[config.mk]
export PLATFORM = sky130hd
export DESIGN_NAME = hal_mux4_rr_arbiter_flat
export DESIGN_NICKNAME = d
export VERILOG_FILES = /design/src/rtl/hal_mux4_rr_arbiter_if.sv /design/src/rtl/hal_mux4_rr_arbiter.sv /design/src/flat_wrapper.sv
export SDC_FILE = /design/constraint.sdc
export NUM_CORES = 1
export LEC_CHECK = 0
export CAP_MARGIN = 10
export CORE_ASPECT_RATIO = 0.7
export CORE_MARGIN = 3
export CORE_UTILIZATION = 45
export CTS_CLUSTER_DIAMETER = 40
export CTS_CLUSTER_SIZE = 40
export DETAILED_ROUTE_END_ITERATION = 6
export PLACE_DENSITY = 0.81
export SLEW_MARGIN = 5
export SYNTH_ARGS = -nofsm -noshare
export SYNTH_HDL_FRONTEND = slang
export SYNTH_SLANG_ARGS = --single-unit
[constraint.sdc]
create_clock -name CLK -period 5.4 [get_ports CLK]
set_clock_uncertainty 0.1 [all_clocks]
set_input_delay 1.62 -clock CLK [delete_from_list [all_inputs] [get_ports CLK]]
set_output_delay 1.62 -clock CLK [all_outputs]
set_load 0.02 [all_outputs]
[src/rtl/hal_mux4_rr_arbiter_if.sv]
// Bundle of requester, mux-select and output-port signals for hal_mux4_rr_arbiter.
// The slave modport is the arbiter's view; the master modport is the view of
// whatever drives the requests and consumes the output port.
// Optional macro HAL_ARB_LOCK_EN adds the LOCK signal.
interface hal_mux4_rr_arbiter_if #(
  parameter int WIDTH = 8
);
  logic [3:0]       REQ;
  logic [WIDTH-1:0] A;
  logic [WIDTH-1:0] B;
  logic [WIDTH-1:0] C;
  logic [WIDTH-1:0] D;
  logic             READY;
  logic [3:0]       GNT;
  logic             S1;
  logic             S2;
  logic [WIDTH-1:0] O;
  logic             O_VALID;
  logic             BUSY;
`ifdef HAL_ARB_LOCK_EN
  logic             LOCK;

  modport master (
    output REQ, A, B, C, D, READY, LOCK,
    input  GNT, S1, S2, O, O_VALID, BUSY
  );

  modport slave (
    input  REQ, A, B, C, D, READY, LOCK,
    output GNT, S1, S2, O, O_VALID, BUSY
  );
`else
  modport master (
    output REQ, A, B, C, D, READY,
    input  GNT, S1, S2, O, O_VALID, BUSY
  );

  modport slave (
    input  REQ, A, B, C, D, READY,
    output GNT, S1, S2, O, O_VALID, BUSY
  );
`endif
endinterface

[src/rtl/hal_mux4_rr_arbiter.sv]
// Round-robin arbiter sharing one HAL_MUX4-encoded 4:1 mux between four
// requesters, with a registered valid/ready output port and a one-cycle
// cooldown between owners so the selects never move under live data.
// Optional macro HAL_ARB_LOCK_EN: LOCK input suppresses the HOLD_MAX release.
module hal_mux4_rr_arbiter #(
  parameter int WIDTH    = 8,
  parameter int HOLD_MAX = 16
) (
  input logic                  CLK,
  input logic                  RST,
  hal_mux4_rr_arbiter_if.slave bus
);

  typedef enum logic [1:0] {
    IDLE  = 2'd0,
    GRANT = 2'd1,
    COOL  = 2'd2
  } state_t;

  localparam logic [7:0] HOLD = 8'(HOLD_MAX);

  state_t           state, state_nx;
  logic [1:0]       owner, owner_nx;
  logic [1:0]       ptr, ptr_nx;
  logic [7:0]       cnt, cnt_nx;
  logic [3:0]       gnt, gnt_nx;
  logic [1:0]       sel, sel_nx;
  logic [WIDTH-1:0] o, o_nx;
  logic             o_valid, o_valid_nx;

  logic [WIDTH-1:0] mux_word;
  logic             lock_on;
  logic             req_own;
  logic             can_move;
  logic             below_max;
  logic             release_g;
  logic             load_g;

  // First requesting index found when scanning base, base+1, ... modulo 4.
  function automatic logic [1:0] pick(input logic [3:0] req, input logic [1:0] base);
    logic [1:0] idx;
    pick = base;
    for (int k = 3; k >= 0; k--) begin
      idx = base + 2'(k);
      if (req[idx]) pick = idx;
    end
  endfunction

  // HAL_MUX4 select code {S1,S2} for an owner: 0->11, 1->10, 2->01, 3->00.
  function automatic logic [1:0] enc(input logic [1:0] own);
    return ~own;
  endfunction

`ifdef HAL_ARB_LOCK_EN
  assign lock_on = bus.LOCK;
`else
  assign lock_on = 1'b0;
`endif

  // Shared datapath mux driven by the registered selects.
  always_comb begin
    case (sel)
      2'b11:   mux_word = bus.A;
      2'b10:   mux_word = bus.B;
      2'b01:   mux_word = bus.C;
      default: mux_word = bus.D;
    endcase
  end

  assign req_own   = bus.REQ[owner];
  assign can_move  = !o_valid || bus.READY;
  assign below_max = (cnt < HOLD);
  // Release beats load at the beat limit; an unaccepted beat blocks both.
  assign release_g = (!req_own || (!below_max && !lock_on)) && can_move;
  assign load_g    = req_own && (below_max || lock_on) && can_move && !release_g;

  // Next-state and next-register values; every target defaults to hold.
  always_comb begin
    state_nx   = state;
    owner_nx   = owner;
    ptr_nx     = ptr;
    cnt_nx     = cnt;
    gnt_nx     = gnt;
    sel_nx     = sel;
    o_nx       = o;
    o_valid_nx = o_valid;
    case (state)
      IDLE: begin
        if (bus.REQ != 4'b0000) begin
          owner_nx = pick(bus.REQ, ptr);
          gnt_nx   = 4'b0001 << owner_nx;
          sel_nx   = enc(owner_nx);
          cnt_nx   = 8'd0;
          state_nx = GRANT;
        end
      end
      GRANT: begin
        if (release_g) begin
          gnt_nx     = 4'b0000;
          o_valid_nx = 1'b0;
          ptr_nx     = owner + 2'd1;
          state_nx   = COOL;
        end else if (load_g) begin
          o_nx       = mux_word;
          o_valid_nx = 1'b1;
          if (below_max) cnt_nx = cnt + 8'd1;
        end else if (o_valid && bus.READY) begin
          o_valid_nx = 1'b0;
        end
      end
      COOL: begin
        // Selects hold for this cycle; arbitration resumes from IDLE.
        state_nx = IDLE;
      end
      default: begin
        state_nx = IDLE;
      end
    endcase
  end

  // State and datapath registers; reset aborts any grant and drops the beat.
  always_ff @(posedge CLK or posedge RST) begin
    if (RST) begin
      state   <= IDLE;
      owner   <= 2'd0;
      ptr     <= 2'd0;
      cnt     <= 8'd0;
      gnt     <= 4'b0000;
      sel     <= 2'b00;
      o       <= '0;
      o_valid <= 1'b0;
    end else begin
      state   <= state_nx;
      owner   <= owner_nx;
      ptr     <= ptr_nx;
      cnt     <= cnt_nx;
      gnt     <= gnt_nx;
      sel     <= sel_nx;
      o       <= o_nx;
      o_valid <= o_valid_nx;
    end
  end

  assign bus.GNT     = gnt;
  assign bus.S1      = sel[1];
  assign bus.S2      = sel[0];
  assign bus.O       = o;
  assign bus.O_VALID = o_valid;
  assign bus.BUSY    = (state != IDLE);

endmodule
[src/flat_wrapper.sv]
// flat-port wrapper written by rule: the top's interface ports become plain ports
module hal_mux4_rr_arbiter_flat 
#(
  parameter int WIDTH    = 8,
  parameter int HOLD_MAX = 16
)
  (CLK, RST, bus_REQ, bus_A, bus_B, bus_C, bus_D, bus_READY, bus_GNT, bus_S1, bus_S2, bus_O, bus_O_VALID, bus_BUSY);
  hal_mux4_rr_arbiter_if #(.WIDTH(WIDTH)) bus_i ();
  input logic CLK;
  input logic RST;
  input wire logic [$bits(bus_i.REQ)-1:0] bus_REQ;
  input wire logic [$bits(bus_i.A)-1:0] bus_A;
  input wire logic [$bits(bus_i.B)-1:0] bus_B;
  input wire logic [$bits(bus_i.C)-1:0] bus_C;
  input wire logic [$bits(bus_i.D)-1:0] bus_D;
  input wire logic [$bits(bus_i.READY)-1:0] bus_READY;
  output wire logic [$bits(bus_i.GNT)-1:0] bus_GNT;
  output wire logic [$bits(bus_i.S1)-1:0] bus_S1;
  output wire logic [$bits(bus_i.S2)-1:0] bus_S2;
  output wire logic [$bits(bus_i.O)-1:0] bus_O;
  output wire logic [$bits(bus_i.O_VALID)-1:0] bus_O_VALID;
  output wire logic [$bits(bus_i.BUSY)-1:0] bus_BUSY;
  assign bus_i.REQ = bus_REQ;
  assign bus_i.A = bus_A;
  assign bus_i.B = bus_B;
  assign bus_i.C = bus_C;
  assign bus_i.D = bus_D;
  assign bus_i.READY = bus_READY;
  assign bus_GNT = bus_i.GNT;
  assign bus_S1 = bus_i.S1;
  assign bus_S2 = bus_i.S2;
  assign bus_O = bus_i.O;
  assign bus_O_VALID = bus_i.O_VALID;
  assign bus_BUSY = bus_i.BUSY;
  hal_mux4_rr_arbiter #(.WIDTH(WIDTH), .HOLD_MAX(HOLD_MAX)) u_core (.CLK(CLK), .RST(RST), .bus(bus_i));
endmodule
== After elaboration in Yosys (flattened, before gate mapping) ==
Cells that the tools add are included.

* Latch bits: 0
* Bits in registers: 29
* Bits in read-only memories: 0
* Memories kept: 0
* RAM bits: 0
* Output and inout port bits: 16

* Shifts and indexed selects: 1
* Magnitude comparators: 6
* Multiplexer cells: 31
* Bitwise logic cells: 2
* Equal/unequal tests: 9
* Add/sub/neg operators: 5
* $mul: 0
* Reductions and logical operators: 23
* Divide/modulo/power cells: 0

{| class="wikitable"
|+ Operators by type and width
! operator !! number
|-
| $mux W8 || 4
|-
| $pmux W8 S3 || 1
|-
| $mux W2 || 8
|-
| $pmux W8 S2 || 1
|-
| $lt A2 B3 Y1 const B || 5
|-
| $bmux W1 S2 || 5
|-
| $add A8 B1 Y8 const B || 1
|-
| $lt A8 B5 Y1 const B || 1
|-
| $mux W1 || 8
|-
| $mux W4 || 2
|-
| $ne A2 B1 Y1 const B || 4
|-
| $pmux W4 S2 || 1
|-
| $reduce_and A2 Y1 || 4
|-
| $reduce_and A3 Y1 || 2
|-
| $logic_and A1 B1 Y1 || 5
|-
| $reduce_and A5 Y1 || 1
|-
| $add A2 B1 Y2 const B || 2
|-
| $add A2 B2 Y2 const B || 2
|-
| $eq A2 B1 Y1 const B || 2
|-
| $eq A2 B2 Y1 const B || 2
|-
| $logic_not A1 Y1 || 4
|-
| $pmux W2 S2 || 1
|-
| $reduce_bool A2 Y1 || 2
|-
| $reduce_bool A4 Y1 || 1
|-
| 7 further kinds || 8
|}

== Depth between registers and ports, before layout ==
Gate-level depths: netlist (run 1).

* Word-level depth: 12
* Gate-level depth with buffers: 5
* Mapped depth without buffers: 4

== Worst setup path before layout (run 1) ==
Ideal clock, no wire load.

* Path type: input to register
* From: input bus_REQ[3]
* To: register u_core.o[0], in the netlist u_core.bus.O[0]
* Setup slack: 2.344 ns
* Arrival: 2.831 ns
* Setup time: 0.125 ns
* Stages on the path: 4
* Path buffers: 1
* Path through: mux4_2 nand4b_4 buf_2 mux2_2

* Cells in the longest elaborated chain, start to end: 8
* Elaborated cells between the ends (all ways): 11
* Those cells by class: 2 x mux; 1 x bitwise; 8 x reduce/logical

{| class="wikitable"
|+ RTL lines
! item !! line !! source
|-
| start: declaration || flat_wrapper.sv:11 || <nowiki>input wire logic [$bits(bus_i.REQ)-1:0] bus_REQ;</nowiki>
|-
| $bmux W1 S2 * || hal_mux4_rr_arbiter.sv:70 || <nowiki>assign req_own = bus.REQ[owner];</nowiki>
|-
| $mux W1 (implied by the code) * || hal_mux4_rr_arbiter.sv:70 ||
|-
| $logic_not A1 Y1 || hal_mux4_rr_arbiter.sv:74 || <nowiki>assign release_g = (!req_own || (!below_max && !lock_on)) && can_move;</nowiki>
|-
| $logic_or A1 B1 Y1 || hal_mux4_rr_arbiter.sv:74 ||
|-
| $logic_and A1 B1 Y1 || hal_mux4_rr_arbiter.sv:74 ||
|-
| $logic_not A1 Y1 || hal_mux4_rr_arbiter.sv:75 || <nowiki>assign load_g = req_own && (below_max || lock_on) && can_move && !release_g;</nowiki>
|-
| $logic_and A1 B1 Y1 || hal_mux4_rr_arbiter.sv:75 ||
|-
| $reduce_and A3 Y1 (no source line) * || n/a ||
|-
| end signal: assignment || hal_mux4_rr_arbiter.sv:139 || <nowiki>o <= o_nx;</nowiki>
|-
| end: declaration || hal_mux4_rr_arbiter.sv:28 || <nowiki>logic [WIDTH-1:0] o, o_nx;</nowiki>
|}

Mark *: on every way between the ends. The rest lies on a longest branch, timed or not. The select of a mux whose other input is x is not followed.
A chain may end at the register's enable or synchronous reset.

== Final worst setup path (run 1) ==
* From: input bus_REQ[3]
* To: register u_core.gnt[0], in the netlist u_core.bus.GNT[0]

* Cells in the longest elaborated chain, start to end: 11
* Elaborated cells between the ends (all ways): 26
* Those cells by class: 2 x eq/ne; 1 x shift; 18 x mux; 5 x reduce/logical

{| class="wikitable"
|+ RTL lines
! item !! line !! source
|-
| $bmux W1 S2 || hal_mux4_rr_arbiter.sv:45 || <nowiki>if (req[idx]) pick = idx;</nowiki>
|-
| $mux W1 (implied by the code) || hal_mux4_rr_arbiter.sv:45 ||
|-
| $mux W2 (4 in a row) || hal_mux4_rr_arbiter.sv:45 ||
|-
| $mux W2 || hal_mux4_rr_arbiter.sv:89 || <nowiki>if (bus.REQ != 4'b0000) begin</nowiki>
|-
| $mux W2 || hal_mux4_rr_arbiter.sv:87 || <nowiki>case (state)</nowiki>
|-
| $shl A1 B2 Y4 || hal_mux4_rr_arbiter.sv:91 || <nowiki>gnt_nx = 4'b0001 << owner_nx;</nowiki>
|-
| $mux W4 || hal_mux4_rr_arbiter.sv:89 ||
|-
| $pmux W4 S2 || hal_mux4_rr_arbiter.sv:87 ||
|-
| end signal: assignment || hal_mux4_rr_arbiter.sv:137 || <nowiki>gnt <= gnt_nx;</nowiki>
|-
| end: declaration || hal_mux4_rr_arbiter.sv:26 || <nowiki>logic [3:0] gnt, gnt_nx;</nowiki>
|}

Parallel ways exist; a longest one is shown, timed or not. The select of a mux whose other input is x is not followed.

==> results_dict.tcl, run 1 <==
set metrics [dict create \
    met1Wirelength_mm 1.49 \
    synthCells 123 \
    drt_iter0_drc 111 \
    cts_tree "yes" \
    fmax_ghz 0.285 \
    yosysWarnings 0 \
    crit_type "input pin to register" \
    period_minus_slack_ns 3.51 \
    io_buffers 54 \
    post-dp-hpwl_mm 2.73 \
    end_kind "register" \
    die-area_um2 4070 \
    clock-root-buffer "clkbuf_8" \
    syn-num-nets 163 \
    drv_cap 0 \
    tns_ns 0 \
    insertion_delay_ns 0.28 \
    syn2layout_area_growth_pct 43.5 \
    setup_violations 0 \
    cts_resized 0 \
    ys_types 33 \
    cp-start-kind "input pin" \
    post_cts_buffers 0 \
    insertedDiodeCount 0 \
    grt_max_degree 30 \
    final_nets 219 \
    num_io_pins 55 \
    cts_sinks 29 \
    die_h_um 54.3 \
    firstDrtPassIters 4 \
    total_power_mw 1.16 \
    wl_met3_um 338 \
    power.density_nw_per_um2 537 \
    slew_violations 0 \
    ys.flop_type "dfrtp_1" \
    leakagePower_nw 0.877 \
    start_util_pct 50.3 \
    numCtsBuffers 5 \
    grt-ovfl-total 0 \
    cp_max_fo 8 \
    syn_area_um2 1500 \
    clock_path_buffers 2 \
    relSlewSlack_pct 28.3 \
    outcome "complete, no violations" \
    crit_arrival_ns 3.54 \
    dr_wl_met2_mm 1.61 \
    highest_layer "met4" \
    critical_path.cell_chain "clkdlybuf4s50_1 -> mux4_2 -> a211oi_2 -> or2_2 -> o32ai_1" \
    max_stage_delay_ns 0.59 \
    hold_class "register to register" \
    syn_avg_cell_area_um2 12.2 \
    ant_nets 0 \
    worstPathRequired_ns 5.43 \
    grt_pass1_wl_mm 5.92 \
    drt_wl_total_mm 3.53 \
    clk_pin_slew_ns 0.06 \
    gr-usage-all-layers_pct 20.2 \
    mostFrequentLayoutCell "clkdlybuf4s50_1" \
    rsz0062_at_grt "no" \
    post_drt_via_cell_ratio 5.65 \
    vias 1215 \
    post_drt_wl_per_cell_um 16.4 \
    num_rows 16 \
    drc_errors 0 \
    worst_pin_slew_ns 1.07 \
    drive_gt1_share_pct 17.9 \
    gp_congestion 0.761 \
    synthArstFlopShare_pct 100 \
    synth_seq_area_share_pct 48.4 \
    ys_ff_latch 29 \
    multiInputGateArea_um2 719 \
    fin_crit_sh_pct 65.1 \
    die_x_um 75.0 \
    fillers 209 \
    antenna_found_initial 0 \
    irDropWorstVdd_mv 0.350 \
    h-tree-depth 2 \
    most-common-layout-cells "clkdlybuf4s50_1 (54), dfrtp_1 (29), mux4_2 (9), mux2_2 (9), inv_1 (9)" \
    first_global_vias 1344 \
    register_area_um2 726 \
    core_area_um2 2980 \
    synth_edf_count 0 \
    slowest_stage "mux4_2" \
    holdBufCountCts 0 \
    hold_viol_final 0 \
]
## sequential cells by signal, indices dropped and copies added, names as in the netlist
register            cells
u_core.bus.O            8
u_core.bus.GNT          4
u_core.bus.O_VALID      1
u_core.ptr              2
u_core.state            2
u_core.sel              2
u_core.owner            2
u_core.cnt              8
## per-stage QoR
step           cells  setup WS, ns  cell area, um^2  hold slack [ns]  util (%)
2_1_floorplan    123          2.34             1500            0.384         -
3_3_place_gp     208          1.69             2060            0.374      69.2
3_5_place_dp     208          1.59             2060            0.389      69.2
4_1_cts          215          1.89             2150            0.405      72.1
5_1_grt          215          1.78             2150            0.420      72.1
6_report         215          1.89             2150            0.399      72.1
## path summary, 6_finish.rpt
kind | endpoint | from | cells past startpoint | slack (ns)
worst max-delay path | u_core.bus.GNT[0]$_DFFE_PP0P_ | bus_REQ[3] | 5 | 1.89
worst min-delay path | u_core.bus.GNT[3]$_DFFE_PP0P_ | u_core.bus.GNT[3]$_DFFE_PP0P_ | 1 | 0.40
worst max register to register | u_core.bus.GNT[0]$_DFFE_PP0P_ | u_core.owner[1]$_DFFE_PP0P_ | 4 | 3.33
worst min register to register | u_core.bus.GNT[3]$_DFFE_PP0P_ | u_core.bus.GNT[3]$_DFFE_PP0P_ | 1 | 0.40
max in group asynchronous | u_core.ptr[1]$_DFFE_PP0P_ | RST | 2 | 2.74
min in group asynchronous | u_core.bus.O[4]$_DFFE_PP0P_ | RST | 2 | 1.81
## per-layer routing
metal | vias up | global-route usage [%]
li1 | 567 | -
met3 | 11 | 7.71
met5 | - | 0
met1 | 577 | 25.3
met2 | 60 | 30.5
met4 | 0 | 10.7
## logic make-up after synthesis
kind of cell / Yosys count / share of synthesized area [%]
AO/OA/AOI/OAI: 29 / 13.4
XOR/XNOR: 1 / 0.584
adder cells (fa/ha/maj): 1 / 0.835
buffers and inverters: 14 / 3.59
flip-flops: 29 / 48.4
multiplexers: 18 / 20.3
AND/OR/NAND/NOR: 31 / 12.9
## synth_stat cells, types with 2 or more instances
| cell type | n | share of area (%) |
|---|---|---|
| a21oi_1 | 8 | 2.7 |
| a32o_1 | 4 | 2.7 |
| and2_1 | 3 | 1.3 |
| clkbuf_1 | 4 | 1.0 |
| dfrtp_1 | 29 | 48 |
| inv_1 | 9 | 2.3 |
| mux2_2 | 9 | 6.8 |
| mux4_2 | 9 | 14 |
| nand2_1 | 5 | 1.3 |
| nand3_1 | 2 | 0.67 |
| nor2_1 | 7 | 1.8 |
| nor2b_1 | 3 | 1.3 |
| o21ai_0 | 6 | 2.0 |
| o22ai_1 | 3 | 1.3 |
| o32ai_1 | 2 | 1.2 |
| or2_2 | 3 | 1.3 |
## critical path, delay by kind of cell
| family | cells | cell delay, ns |
|---|---|---|
| compound gates | 2 | 0.60 |
| simple gates | 1 | 0.21 |
| mux | 1 | 0.59 |
| buf+inv | 1 | 0.52 |
## final cells by class
| cell class | count | area share, % |
|---|---|---|
| Clock buffer | 7 | 4.01 |
| Tap cell | 36 | 2.09 |
| Sequential cell | 29 | 33.7 |
| Inverter | 9 | 1.57 |
| Timing Repair Buffer | 54 | 25.1 |
| Multi-Input combinational cell | 80 | 33.4 |
## power breakdown
group | internal [mW] | switching, mW | leakage (nW)
combinational | 0.312 | 0.273 | 0.471
sequential | 0.304 | 0.0894 | 0.361
clock | 0.101 | 0.0765 | 0.0443
total | 0.717 | 0.439 | 0.877
Power figures use the tool's default switching activity.
==> run 2: changes to the inputs <==
--- a/config.mk
+++ b/config.mk
@@ -8,11 +8,11 @@
 export CAP_MARGIN = 10
 export CORE_ASPECT_RATIO = 0.7
 export CORE_MARGIN = 3
-export CORE_UTILIZATION = 45
+export CORE_UTILIZATION = 40
 export CTS_CLUSTER_DIAMETER = 40
 export CTS_CLUSTER_SIZE = 40
 export DETAILED_ROUTE_END_ITERATION = 6
-export PLACE_DENSITY = 0.81
+export PLACE_DENSITY = 0.76
 export SLEW_MARGIN = 5
 export SYNTH_ARGS = -nofsm -noshare
 export SYNTH_HDL_FRONTEND = slang
==> constraint.sdc (replaced) <==
create_clock -name CLK -period 3 [get_ports CLK]
set_clock_uncertainty 0.1 [all_clocks]
set_input_delay 0.9 -clock CLK [delete_from_list [all_inputs] [get_ports CLK]]
set_output_delay 0.9 -clock CLK [all_outputs]
set_load 0.02 [all_outputs]
==> results_dict.tcl, run 2 (synthesized netlist as in run 1, its figures left out) <==
set metrics [dict create \
    outcome "complete, no violations" \
    h-tree-depth 2 \
    worstPathRequired_ns 3.09 \
    cp_max_fo 14 \
    slew_violations 0 \
    cts_resized 0 \
    die_x_um 79.2 \
    start_util_pct 44.6 \
    cts_sinks 29 \
    syn2layout_area_growth_pct 49.4 \
    critical_path.cell_chain "clkdlybuf4s50_1 -> mux4_2 -> nand4b_4 -> or4_1 -> a21oi_1" \
    ant_nets 0 \
    relSlewSlack_pct 69.5 \
    die-area_um2 4530 \
    power.density_nw_per_um2 955 \
    clock-root-buffer "clkbuf_8" \
    drive_gt1_share_pct 22.2 \
    p_seq_share_pct 30.8 \
    gr-usage-all-layers_pct 17.9 \
    rsz0062_at_grt "no" \
    post_drt_via_cell_ratio 5.29 \
    period_minus_slack_ns 2.62 \
    post_cts_buffers 0 \
    crit_family "simple AND/OR/NAND/NOR gates" \
    grt_util_met2_pct 27.8 \
    hold_viol_final 0 \
    fmax_ghz 0.382 \
    setup_violations 0 \
    drt_wl_total_mm 3.58 \
    drc_errors 0 \
    cp-start-kind "input pin" \
    grt-ovfl-total 0 \
    post-dp-hpwl_mm 2.87 \
    grt_busiest_layer "met2" \
    cts_tree "yes" \
    power.internal_mw 1.35 \
    grt_use_met1_pct 23.6 \
    drv_cap 0 \
    insertedDiodeCount 0 \
    grt_max_degree 30 \
    num_io_pins 55 \
    worst_pin_slew_ns 0.453 \
    switching_share_pct 37.1 \
    drt_iter0_drc 87 \
    post_drt_wl_per_cell_um 15.2 \
    most-common-layout-cells "clkdlybuf4s50_1 (54), dfrtp_1 (29), buf_4 (10)" \
    fin_crit_sh_pct 87.3 \
    core_area_um2 3360 \
    first_global_vias 1377 \
    numCtsBuffers 5 \
    grt_pass1_wl_mm 6.27 \
    firstDrtPassIters 5 \
    tns_ns 0 \
    leakagePower_nw 0.925 \
    end_kind "register" \
    p_switching_mw 0.795 \
    vias 1248 \
    mostFrequentLayoutCell "clkdlybuf4s50_1" \
    die_h_um 57.2 \
    p_comb_share_pct 54.5 \
    grtUsageMet3_pct 6.78 \
    insertion_delay_ns 0.27 \
    antenna_found_initial 0 \
    io_buffers 54 \
    clock_path_buffers 2 \
    utilization_pct 66.6 \
    cp_num_buf_inv 1 \
    clk_pin_slew_ns 0.06 \
    irDropWorstVdd_mv 0.505 \
    crit_arrival_ns 2.71 \
    slowest_stage "clkdlybuf4s50_1" \
    gp_congestion 0.826 \
    p_clk_share_pct 14.7 \
    holdBufCountCts 0 \
    num_rows 17 \
    hold_class "register to register" \
    crit_type "input pin to register" \
    max_stage_delay_ns 0.54 \
    final_nets 229 \
]
run 2: cell count changes in the layout (fill, tap and decap cells not counted), sizes merged:
| cell | previous run | this run |
|---|---|---|
| buf | 0 | 10 |
run 2: area by class of cell:
type	instances	area [um^2]
Clock buffer	7	86.3
Fill cell	276	1120
Inverter	9	33.8
Multi-Input combinational cell	80	719
Sequential cell	29	726
Tap cell	47	58.8
Timing Repair Buffer	64	616
run 2: power by group through the flow:
stage / clock [mW] / combinational (mW) / sequential [mW]
floorplan: 0 / 0.615 / 0.762
global placement: 0 / 1.14 / 0.660
detailed placement: 0 / 1.18 / 0.658
CTS: 0.322 / 1.18 / 0.658
global route: 0.347 / 1.27 / 0.684
finish: 0.314 / 1.17 / 0.659
run 2: worst reg2reg max path: cells and delay by family, from the launching register on:
| family | cells | cell delay [ns] |
|---|---|---|
| compound gates | 1 | 0.16 |
| simple gates | 3 | 1.26 |
| flops | 1 | 0.41 |
run 2: final timing paths:
kind	slack (ns)	cells after the start	to	start
worst max register to register	1.00	4	u_core.cnt[3]$_DFFE_PP0P_	u_core.cnt[4]$_DFFE_PP0P_
worst max-delay path	0.38	5	u_core.cnt[3]$_DFFE_PP0P_	bus_REQ[1]
max in group asynchronous	1.63	3	u_core.cnt[4]$_DFFE_PP0P_	RST
worst min-delay path	0.39	1	u_core.bus.GNT[3]$_DFFE_PP0P_	u_core.bus.GNT[3]$_DFFE_PP0P_
min in group asynchronous	0.90	3	u_core.sel[1]$_DFFE_PP0P_	RST
worst min register to register	0.39	1	u_core.bus.GNT[3]$_DFFE_PP0P_	u_core.bus.GNT[3]$_DFFE_PP0P_
run 2: routing by layer:
metal  part of all wire (%)  up-vias
met5                      0        -
met3                    9.0        5
met4                    1.1        0
met1                     42      599
met2                     48       50
li1                       -      594
run 2: metrics by stage:
step	instances	worst slack, ns	hold slack, ns	area [um^2]	power (mW)
after floorplan	123	0.664	0.384	1500	1.38
after global placement	229	0.162	0.378	2150	1.80
after detailed placement	229	0.0776	0.382	2150	1.84
after CTS	236	0.363	0.395	2240	2.16
after global routing	236	0.238	0.402	2240	2.30
final	236	0.381	0.391	2240	2.14
==> run 3: changes to the inputs <==
--- a/config.mk
+++ b/config.mk
@@ -8,11 +8,11 @@
 export CAP_MARGIN = 10
 export CORE_ASPECT_RATIO = 0.7
 export CORE_MARGIN = 3
-export CORE_UTILIZATION = 40
+export CORE_UTILIZATION = 36
 export CTS_CLUSTER_DIAMETER = 40
 export CTS_CLUSTER_SIZE = 40
 export DETAILED_ROUTE_END_ITERATION = 6
-export PLACE_DENSITY = 0.76
+export PLACE_DENSITY = 0.7
 export SLEW_MARGIN = 5
 export SYNTH_ARGS = -nofsm -noshare
 export SYNTH_HDL_FRONTEND = slang
==> results_dict.tcl, run 3 (synthesized netlist as in run 1, its figures left out) <==
set metrics [dict create \
    post_drt_wl_per_cell_um 15.0 \
    core_area_um2 3760 \
    crit_type "input pin to register" \
    ant_nets 0 \
    start_util_pct 39.9 \
    worstRegToRegCells 5 \
    syn2layout_area_growth_pct 50.0 \
    hp-start "u_core.bus.GNT[3]$_DFFE_PP0P_" \
    fillers 301 \
    cts_sinks 29 \
    timing.rr.start "u_core.owner[1]$_DFFE_PP0P_" \
    dp_cells 229 \
    r2r_setup_slack_ns 1.10 \
    total_power_mw 2.18 \
    period_minus_slack_ns 2.60 \
    holdBufCountCts 0 \
    drc_errors 0 \
    cts_tree "yes" \
    final_nets 226 \
    layout.cells.non_filler 237 \
    dpl_worst_slack_ns 0.100 \
    post-dp-hpwl_mm 2.86 \
    insertion_delay_ns 0.28 \
    drive_gt1_share_pct 21.9 \
    placed_area_um2 2150 \
    cts_resized 0 \
    gp_congestion 0.752 \
    reg2reg_to "u_core.ptr[0]$_DFFE_PP0P_" \
    leakagePower_nw 0.927 \
    most-common-layout-cells "clkdlybuf4s50_1 (54), dfrtp_1 (29), mux4_2 (9), mux2_2 (9), inv_1 (9)" \
    firstDrtPassIters 4 \
    setup_violations 0 \
    slew_violations 0 \
    vias 1231 \
    first_global_vias 1299 \
    fmax_ghz 0.384 \
    num_io_pins 55 \
    mostFrequentLayoutCell "clkdlybuf4s50_1" \
    hold_class "register to register" \
    cp-start-kind "input pin" \
    tns_ns 0 \
    cp_max_fo 6 \
    die-area_um2 4990 \
    worstPathRequired_ns 3.10 \
    fin_crit_sh_pct 86.7 \
    post_cts_buffers 0 \
    num_rows 18 \
    drt_iter0_drc 95 \
    antenna_found_initial 0 \
    clock_path_buffers 2 \
    holdPathStages 1 \
    end_kind "register" \
    h-tree-depth 2 \
    power.density_nw_per_um2 967 \
    rsz0062_at_grt "no" \
    relSlewSlack_pct 67.9 \
    grt_max_degree 30 \
    worst_pin_slew_ns 0.480 \
    irDropWorstVdd_mv 0.453 \
    hold_viol_final 0 \
    numCtsBuffers 5 \
    holdPathEnd "u_core.bus.GNT[3]$_DFFE_PP0P_" \
    grt_pass1_wl_mm 5.99 \
    die_x_um 83.1 \
    post_drt_via_cell_ratio 5.19 \
    clock-root-buffer "clkbuf_8" \
    crit_arrival_ns 2.70 \
    utilization_pct 59.8 \
    drv_cap 0 \
    clk_pin_slew_ns 0.06 \
    grt-ovfl-total 0 \
    io_buffers 54 \
    drt_wl_total_mm 3.55 \
    outcome "complete, no violations" \
    stdcell_area_um2 2250 \
    gr-usage-all-layers_pct 15.9 \
    holdWs_ns 0.399 \
    insertedDiodeCount 0 \
    die_h_um 60.0 \
    setup_slack_ns 0.398 \
]
run 3: cell types whose count changed in the layout (fill, tap and decap cells not counted), sizes merged:
cell    delta
clkinv     +1
buf        -3
run 3: worst max-delay path, cell delays in order:
cell and delay, ns:
clkdlybuf4s50_1 0.51, mux4_2 0.57, a211oi_2 0.34, buf_4 0.20, nor2_1 0.05, a21oi_1 0.12
run 3: layer usage:
metal | vias to the layer above | global-route usage [%] | share of wire (%)
li1 | 583 | - | -
met1 | 589 | 18.2 | 42
met2 | 53 | 26.9 | 47
met3 | 6 | 5.92 | 8.8
met4 | 0 | 7.93 | 1.5
met5 | - | 0 | 0
run 3: report_power, final:
part           switching, mW  internal, mW
Sequential             0.123         0.547
Combinational          0.526         0.624
Clock                  0.148         0.207
Total                  0.797          1.38
run 3: layout make-up:
type	count	area, um^2	share of cell area [%]
clock inverters	1	5.00	0.223
repair buffers	61	606	26.9
multi-input cells	80	719	32.0
flip-flops and latches	29	726	32.3
clock buffers	7	96.3	4.28
inverters	9	33.8	1.50
well taps	50	62.6	2.78
run 3: worst max-delay path by stage:
stage / start / end / slack [ns] / depth (start not counted)
3_3_place_gp: bus_REQ[0] / u_core.ptr[0]$_DFFE_PP0P_ / 0.21 / 6
6_report: bus_REQ[2] / u_core.ptr[0]$_DFFE_PP0P_ / 0.40 / 6
2_1_floorplan: bus_REQ[3] / u_core.bus.O[0]$_DFFE_PP0P_ / 0.66 / 4
4_1_cts: bus_REQ[0] / u_core.ptr[0]$_DFFE_PP0P_ / 0.39 / 6
5_1_grt: bus_REQ[0] / u_core.ptr[0]$_DFFE_PP0P_ / 0.30 / 6
3_5_place_dp: bus_REQ[0] / u_core.ptr[0]$_DFFE_PP0P_ / 0.10 / 6
